File: src/rtl/relprime_pkg.sv
// relprime_pkg
//   Shared definitions for the smallest-coprime search controller:
//   the FSM state type, the default operand width and the first
//   candidate tried for every operand.
package relprime_pkg;

  localparam int unsigned WIDTH_DEF = 16;
  localparam int unsigned M_START   = 2;

  typedef enum logic [2:0] {
    ST_IDLE,
    ST_INIT,
    ST_CMP,
    ST_SUB,
    ST_NEXT,
    ST_DONE
  } state_t;

endpackage : relprime_pkg

File: src/rtl/relprime_gcd_unit.sv
// relprime_gcd_unit
//   Subtractive-Euclid step datapath. Holds the a/b pair, loads a fresh
//   pair on load, performs one subtract step on step, and reports the
//   equality / equal-to-one flags the controller branches on.
//
// Ports
//   CLK, RST_N : clock, asynchronous active-low reset (clears a and b)
//   load       : a <= a_in, b <= b_in
//   step       : larger of a/b reduced by the smaller
//   a_in, b_in : values loaded on load
//   a, b       : current register contents
//   a_eq_b     : a == b
//   a_is_one   : a == 1
module relprime_gcd_unit #(
  parameter int unsigned WIDTH = 16
) (
  input  logic             CLK,
  input  logic             RST_N,
  input  logic             load,
  input  logic             step,
  input  logic [WIDTH-1:0] a_in,
  input  logic [WIDTH-1:0] b_in,
  output logic [WIDTH-1:0] a,
  output logic [WIDTH-1:0] b,
  output logic             a_eq_b,
  output logic             a_is_one
);

  always_ff @(posedge CLK or negedge RST_N) begin
    if (!RST_N) begin
      a <= '0;
      b <= '0;
    end else if (load) begin
      a <= a_in;
      b <= b_in;
    end else if (step) begin
      // step is only issued while a != b, so the smaller operand is
      // always strictly less than the larger and no underflow occurs.
      if (a > b) a <= a - b;
      else       b <= b - a;
    end
  end

  always_comb begin
    a_eq_b   = (a == b);
    a_is_one = (a == WIDTH'(1));
  end

endmodule : relprime_gcd_unit

File: src/rtl/relprime_controller.sv
// relprime_controller
//   Finds the smallest m >= 2 with gcd(n, m) == 1 by walking candidates
//   upward and running a subtractive GCD for each one.
//
// Ports
//   CLK, RST_N : clock, asynchronous active-low reset
//   start      : request pulse, honoured only while idle
//   n          : operand, captured when start is accepted
//   busy       : high from the cycle after accept through the done cycle
//   done       : one-cycle completion pulse
//   error      : valid with done; set when no result exists (n == 0 or
//                candidate space exhausted)
//   result     : smallest coprime m (0 on error), held until next done
module relprime_controller
  import relprime_pkg::*;
#(
  parameter int unsigned WIDTH = WIDTH_DEF
) (
  input  logic             CLK,
  input  logic             RST_N,
  input  logic             start,
  input  logic [WIDTH-1:0] n,
  output logic             busy,
  output logic             done,
  output logic             error,
  output logic [WIDTH-1:0] result
);

  state_t           state;
  logic [WIDTH-1:0] n_r;
  logic [WIDTH-1:0] m;

  logic             gcd_load;
  logic             gcd_step;
  logic [WIDTH-1:0] gcd_a;
  logic [WIDTH-1:0] gcd_b;
  logic             gcd_eq;
  logic             gcd_one;

  always_comb begin
    gcd_load = (state == ST_INIT);
    gcd_step = (state == ST_SUB);
  end

  relprime_gcd_unit #(
    .WIDTH (WIDTH)
  ) u_gcd (
    .CLK      (CLK),
    .RST_N    (RST_N),
    .load     (gcd_load),
    .step     (gcd_step),
    .a_in     (n_r),
    .b_in     (m),
    .a        (gcd_a),
    .b        (gcd_b),
    .a_eq_b   (gcd_eq),
    .a_is_one (gcd_one)
  );

  // done/result/error are loaded on the edge that enters ST_DONE, so the
  // pulse and its data are visible together during the DONE cycle.
  always_ff @(posedge CLK or negedge RST_N) begin
    if (!RST_N) begin
      state  <= ST_IDLE;
      n_r    <= '0;
      m      <= '0;
      busy   <= 1'b0;
      done   <= 1'b0;
      error  <= 1'b0;
      result <= '0;
    end else begin
      done <= 1'b0;
      unique case (state)
        ST_IDLE: begin
          if (start) begin
            n_r  <= n;
            m    <= WIDTH'(M_START);
            busy <= 1'b1;
            if (n == '0) begin
              state  <= ST_DONE;
              done   <= 1'b1;
              error  <= 1'b1;
              result <= '0;
            end else begin
              state <= ST_INIT;
            end
          end
        end
        ST_INIT: state <= ST_CMP;
        ST_CMP: begin
          if (!gcd_eq) begin
            state <= ST_SUB;
          end else if (gcd_one) begin
            state  <= ST_DONE;
            done   <= 1'b1;
            error  <= 1'b0;
            result <= m;
          end else begin
            state <= ST_NEXT;
          end
        end
        ST_SUB: state <= ST_CMP;
        ST_NEXT: begin
          if (m == '1) begin
            state  <= ST_DONE;
            done   <= 1'b1;
            error  <= 1'b1;
            result <= '0;
          end else begin
            m     <= m + WIDTH'(1);
            state <= ST_INIT;
          end
        end
        ST_DONE: begin
          busy  <= 1'b0;
          state <= ST_IDLE;
        end
        default: state <= ST_IDLE;
      endcase
    end
  end

endmodule : relprime_controller

File: config.mk
export PLATFORM = sky130hd
export DESIGN_NAME = relprime_controller
export DESIGN_NICKNAME = d
export VERILOG_FILES = /design/src/rtl/relprime_pkg.sv /design/src/rtl/relprime_gcd_unit.sv /design/src/rtl/relprime_controller.sv
export SDC_FILE = /design/constraint.sdc
export NUM_CORES = 1
export LEC_CHECK = 0
export ABC_AREA = 1
export BUFFER_PORTS_ARGS = -buffer_cell sky130_fd_sc_hd__buf_2
export CAP_MARGIN = 30
export CORE_MARGIN = 5
export CORE_UTILIZATION = 62
export CTS_CLUSTER_DIAMETER = 200
export DETAILED_ROUTE_END_ITERATION = 10
export GPL_TIMING_DRIVEN = 0
export PLACE_DENSITY_LB_ADDON = 0.05
export SETUP_SLACK_MARGIN = 0.3
export SLEW_MARGIN = 40
export SYNTH_ARGS = -nofsm -noshare
export SYNTH_HDL_FRONTEND = slang
export SYNTH_SLANG_ARGS = --single-unit
File: constraint.sdc
create_clock -name CLK -period 2.78 [get_ports CLK]
set_input_delay 0.695 -clock CLK [delete_from_list [all_inputs] [get_ports CLK]]
set_output_delay 0.695 -clock CLK [all_outputs]
set_load 0.02 [all_outputs]
# Yosys cells after proc, flatten, opt, wreduce, memory -nomap -nowiden
# Cells that the tools add are included.
word_totals:
  reg_bits: 86
  elab_cells: 77
  out_inout_bits: 19
classes:
  order_cmp: 1
  n_eq_ne: 15
  n_addsub: 3
  mux: 35
  n_reduce_logical: 14
ops:
  columns: ["operator", "n"]
  rows:
  - ["$mux W16", 13]
  - ["$pmux W16 S3", 1]
  - ["$pmux W16 S2", 1]
  - ["$sub A16 B16 Y16", 2]
  - ["$add A16 B1 Y16 const B", 1]
  - ["$eq A16 B1 Y1 const B", 1]
  - ["$eq A16 B16 Y1", 1]
  - ["$eq A16 B16 Y1 const B", 1]
  - ["$gt A16 B16 Y1", 1]
  - ["$logic_not A16 Y1", 1]
  - ["$ne A2 B2 Y1 const B", 7]
  - ["$mux W1", 12]
  - ["$mux W3", 4]
  - ["$pmux W3 S4", 1]
  - ["$reduce_and A2 Y1", 4]
  - ["$reduce_bool A2 Y1", 4]
  - ["$eq A3 B2 Y1 const B", 2]
  - ["$eq A3 B3 Y1 const B", 2]
  - ["$pmux W1 S3", 2]
  - ["$reduce_and A6 Y1", 1]
  - ["$eq A3 B1 Y1 const B", 1]
  - ["$logic_not A3 Y1", 1]
  - ["$reduce_and A3 Y1", 1]
  - ["$reduce_bool A3 Y1", 1]
  - ["other kinds (2)", 2]

# Longest topological paths before layout
depth:
  word_depth: 4
  ltp_mapped: 16
  mapped_depth_nobuf: 15

# Cells and area by module
# Synthesis repeated with hierarchy kept, for this count alone.
unflattened:
  cells_unflattened: 971
  area_unflattened_um2: 6501.2
by_module_without_submodules:
  columns: ["mod", "n_inst", "area_per_inst_um2", "cells_each", "seq_area_each_um2"]
  rows:
  - ["relprime_gcd_unit", 1, 3732.3, 603, 800.8]
  - ["relprime_controller", 1, 2768.9, 368, 1351.3]

# Least setup slack after synthesis
# OpenSTA, ideal clock, no wires.
synth_timing:
  kind: "register -> register"
  startpoint: "reg u_gcd.a[0]"
  endpoint: "reg u_gcd.a[5]"
  arrival_time_ns: 2.023
  n_path_buf: 1
  t_required_ns: 2.654
  slack_ns: 0.631
  path_stages_with_launch: 15
  cell_sequence: "dfrtp_1 -> inv_1 -> ha_1 -> fa_1 -> inv_1 -> nand3_1 -> nand3_1 -> nand2_1 -> nand2_1 -> nand2_1 -> nand2_1 -> nand3_4 -> nand2_2 -> buf_6 -> o21ai_0"
synth_between:
  elab_chain_len: 4
  word_cells_on_any_way: 7
  cone_classes: "add/sub (1); order compare (1); mux (3); reduce/logical (2)"
synth_lines:
  columns: ["element", "line", "rtl"]
  rows:
  - ["from (decl)", "relprime_gcd_unit.sv:23", "output logic [WIDTH-1:0] a,"]
  - ["from (signal assigned)", "relprime_gcd_unit.sv:34", "a <= a_in;"]
  - ["from (signal assigned)", "relprime_gcd_unit.sv:39", "if (a > b) a <= a - b;"]
  - ["$sub A16 B16 Y16", "relprime_gcd_unit.sv:39", null]
  - ["$mux W16", "relprime_gcd_unit.sv:39", null]
  - ["$mux W16", "relprime_gcd_unit.sv:36", "end else if (step) begin"]
  - ["$mux W16", "relprime_gcd_unit.sv:33", "end else if (load) begin"]
# Parallel ways exist; a longest one is shown, timed or not. The select of a mux whose other input is x is not followed.
# A chain may end at the register's enable or synchronous reset.

# Final worst setup path
layout_timing:
  startpoint: "reg u_gcd.a[12]"
  endpoint: "reg result[6]"
layout_between:
  elab_chain_len: 3
  word_cells_on_any_way: 5
  cone_classes: "eq/ne (4); reduce/logical (1)"
layout_lines:
  columns: ["element", "line", "rtl"]
  rows:
  - ["$eq A16 B1 Y1 / $eq A16 B16 Y1 (equally long branches)", "relprime_gcd_unit.sv:46, relprime_gcd_unit.sv:45", null]
  - ["$ne A2 B2 Y1 (no source line)", null, null]
  - ["$reduce_and A6 Y1 (no source line) (*)", null, null]
  - ["to (signal assigned)", "relprime_controller.sv:97", "result <= m;"]
  - ["to (decl)", "relprime_controller.sv:26", "output logic [WIDTH-1:0] result"]
# Every way passes the cells marked *; elsewhere a longest branch is shown, timed or not.

==> results.py <==
metrics = {
    "power_and_ir_drop": {
        "powerDensity_nw_per_um2": 1430,
        "clock_power_share": 0.084,
        "p_sw_w": 0.00540,
        "leakage_nw": 3.81,
        "vdd_drop_max_v": 0.000639,
        "swShare": 0.541,
        "intPower_w": 0.00458,
        "seqPwrFrac": 0.201,
        "combinationalPowerShare": 0.715,
    },
    "timing": {
        "finalHoldViolCount": 0,
        "rsz0062_at_grt": "no",
        "relSlewSlack": 0.560,
        "setup_ws_ns": 0.446,
        "fin_skew_ns": 0.0133,
        "fmax_ghz": 0.428,
        "setup_tns_ns": 0,
        "fin_crit_sh": 0.839,
        "finalSetupViolCount": 0,
        "period_minus_slack_ns": 2.33,
        "slew_viol_final": 0,
        "worst_pin_slew_ns": 0.660,
    },
    "placed_design": {
        "dp_cells": 1120,
        "numPortBuffers": 37,
        "routabilityCongestion": 0.952,
        "hpwl_um": 13300,
        "place_worst_setup_slack_ns": 0.132,
    },
    "routing": {
        "viasPerCell": 5.40,
        "postRouteAntennaNets": 0,
        "wl_per_cell_um": 15.0,
        "via_count": 6185,
        "drt_iter0_drc": 404,
        "drt_pass1_iterations": 5,
        "drt-total-wl_um": 17100,
        "drc": 0,
    },
    "worst_setup_path": {
        "r2r-start": "u_gcd.a[12]",
        "cp.required_ns": 3.03,
        "cp-start-kind": "flop",
        "cp-end-kind": "flop",
        "arrival_ns": 2.58,
        "critPathMaxFanout": 10,
        "worstReg2RegEnd": "result[6]",
        "crit_type": "flop to flop",
        "reg2regPathDepth": 12,
        "r2r_setup_slack_ns": 0.45,
    },
    "yosys": {
        "syn_inst": 949,
        "syn_nets": 1002,
        "synth.largest_area_cell": "dfrtp_1",
        "ys_ff_latch": 86,
        "synth.avg_cell_area_um2": 6.62,
        "synth_top_family_by_area": "simple AND/OR/NAND/NOR gates",
        "synth_area_um2": 6280,
        "muxShareOfSynthArea": 0,
        "yosysSeqAreaShare": 0.342,
        "yosysWarningCount": 0,
        "synthSimpleGateAreaFrac": 0.380,
        "synth_adder_area_share": 0.0701,
        "synth-compound-area-share": 0.0727,
        "synthXorXnorAreaFrac": 0.0167,
        "synth_area_leaders": "dfrtp_1, nand2_1, inv_1",
        "synth_top_cell_area_share": 0.342,
        "ys_types": 35,
    },
    "job": {
        "cap_violations": 0,
    },
    "layout": {
        "fin_util": 0.712,
        "syn_to_final_growth_pct": 11.3,
        "drive_above_1_share": 0.119,
        "final_cell_mix": "nand2_1, inv_1, nand3_1",
        "stdcell_count": 1145,
        "nets": 1060,
        "layout_commonest_cell": "nand2_1",
        "antenna-diode-count": 0,
    },
    "clock_tree": {
        "htreeDepth": 3,
        "postCtsHoldBufs": 0,
        "cts_tree": "built",
        "cts_buffer_depth": 2,
        "cts_buffers": 9,
        "root_buffer": "clkbuf_8",
        "clk_latency_ns": 0.36,
        "clkTransAtPathRegs_ns": 0.09,
        "cts.sinks": 86,
    },
    "die": {
        "io_pins": 38,
        "core.rowCount": 36,
        "design.core.area_um2": 9820,
        "die_area_um2": 12200,
        "die_w_um": 111,
        "die_h_um": 111,
        "start_util": 0.640,
    },
    "status": {
        "outcome": "finished, final reports clean",
    },
    "grt": {
        "globalRoute.totalOverflow": 0,
        "grt_max_degree": 61,
        "grt_pass1_vias": 5835,
        "grt_pass1_wl_um": 28300,
        "antenna_found_initial": 0,
        "grt_usage": 0.282,
    },
    "worst_hold_path": {
        "hp-class": "primary input to asynchronous set/reset pin",
    },
}
metrics by stage:
step	total power [W]	hold WS (ns)	area, um^2
2_1_floorplan	0.00703	0.399	6280
3_3_place_gp	0.00859	0.450	6640
3_5_place_dp	0.00870	0.454	6670
4_1_cts	0.00963	0.185	6880
5_1_grt	0.0109	0.179	6990
6_report	0.00998	0.186	6990
worst max-delay path, stage by stage (launching register included):
cell and delay, ns:
dfrtp_1 0.40, inv_1 0.08, ha_2 0.42, nand2_1 0.10, inv_1 0.10, nand3_2 0.11
nor2_4 0.17, nand3_4 0.15, a21oi_4 0.31, nand2_4 0.12, buf_6 0.16, nand2_1 0.06
nand2_1 0.05
power groups by stage:
stage | Combinational [W] | Clock [W] | Sequential [W]
2_1_floorplan | 0.00501 | 0 | 0.00202
3_3_place_gp | 0.00658 | 0 | 0.00201
3_5_place_dp | 0.00667 | 0 | 0.00202
4_1_cts | 0.00678 | 0.000854 | 0.00200
5_1_grt | 0.00795 | 0.000917 | 0.00205
6_report | 0.00714 | 0.000842 | 0.00200
metal layers:
layer	vias to the layer above	GRT usage	routed length [um]
met5	-	0	0
met4	0	0.114	555
met3	55	0.0464	1100
met2	213	0.451	7940
met1	2846	0.380	7550
li1	3071	-	-
cells in the mapped netlist:
cell type,count
fa_1,2
inv_1,147
nand4_1,18
or2_2,1
o221ai_1,1
nand2_1,355
ha_1,32
nor2_4,5
nand3_4,2
buf_2,10
a21oi_1,23
o21ai_1,7
clkinv_1,1
nor3_2,1
buf_4,2
buf_6,5
o211ai_1,1
o22ai_1,6
xnor2_1,3
xor2_1,9
a31oi_1,1
clkbuf_1,5
a21oi_4,1
and2_1,2
dfrtp_1,86
inv_2,4
nand3b_1,1
nand2_4,2
nor2_1,56
bufbuf_16,1
nand2_2,8
nor3_1,10
o21ai_0,46
nand3_1,91
nor2_2,4
flip-flops by register name, summed over array words and instances, names as in the netlist:
register / cells
u_gcd.b: 16
m: 16
result: 16
state: 3
done: 1
u_gcd.a: 16
error: 1
busy: 1
n_r: 16
what timing repair did:
| item | CTS | global route |
|---|---|---|
| setup endpoints to repair | 28 | 41 |
| setup buffers | 0 | 9 |
| pin swaps | 0 | 4 |
| gates resized for setup | 7 | 13 |
worst max-delay path by stage:
stage,to,start,depth (start not counted)
final,result[6],u_gcd.a[12],12
after global routing,result[2],u_gcd.a[8],12
after CTS,u_gcd.a[9],u_gcd.a[0],15
after detailed placement,u_gcd.b[14],u_gcd.a[0],15
after global placement,u_gcd.b[6],u_gcd.a[0],15
after floorplan,u_gcd.a[5],u_gcd.a[0],14
layout make-up:
cell class | instances | area, um^2
inverters | 152 | 571
plain buffers | 23 | 186
flip-flops and latches | 86 | 2150
repair buffers | 47 | 287
well taps | 133 | 166
multi-input cells | 688 | 3440
clock inverters | 5 | 43.8
fillers | 911 | 2830
clock buffers | 11 | 141
cells by family after synthesis:
logic type                 count (synthesis)
and+or+nand+nor                          556
buffers and inverters                    175
AOI/OAI and AO/OA                         86
DFF                                       86
adders and majority gates                 34
xor gates and xnor gates                  12
No activity file was read; power rests on OpenSTA's default activity.
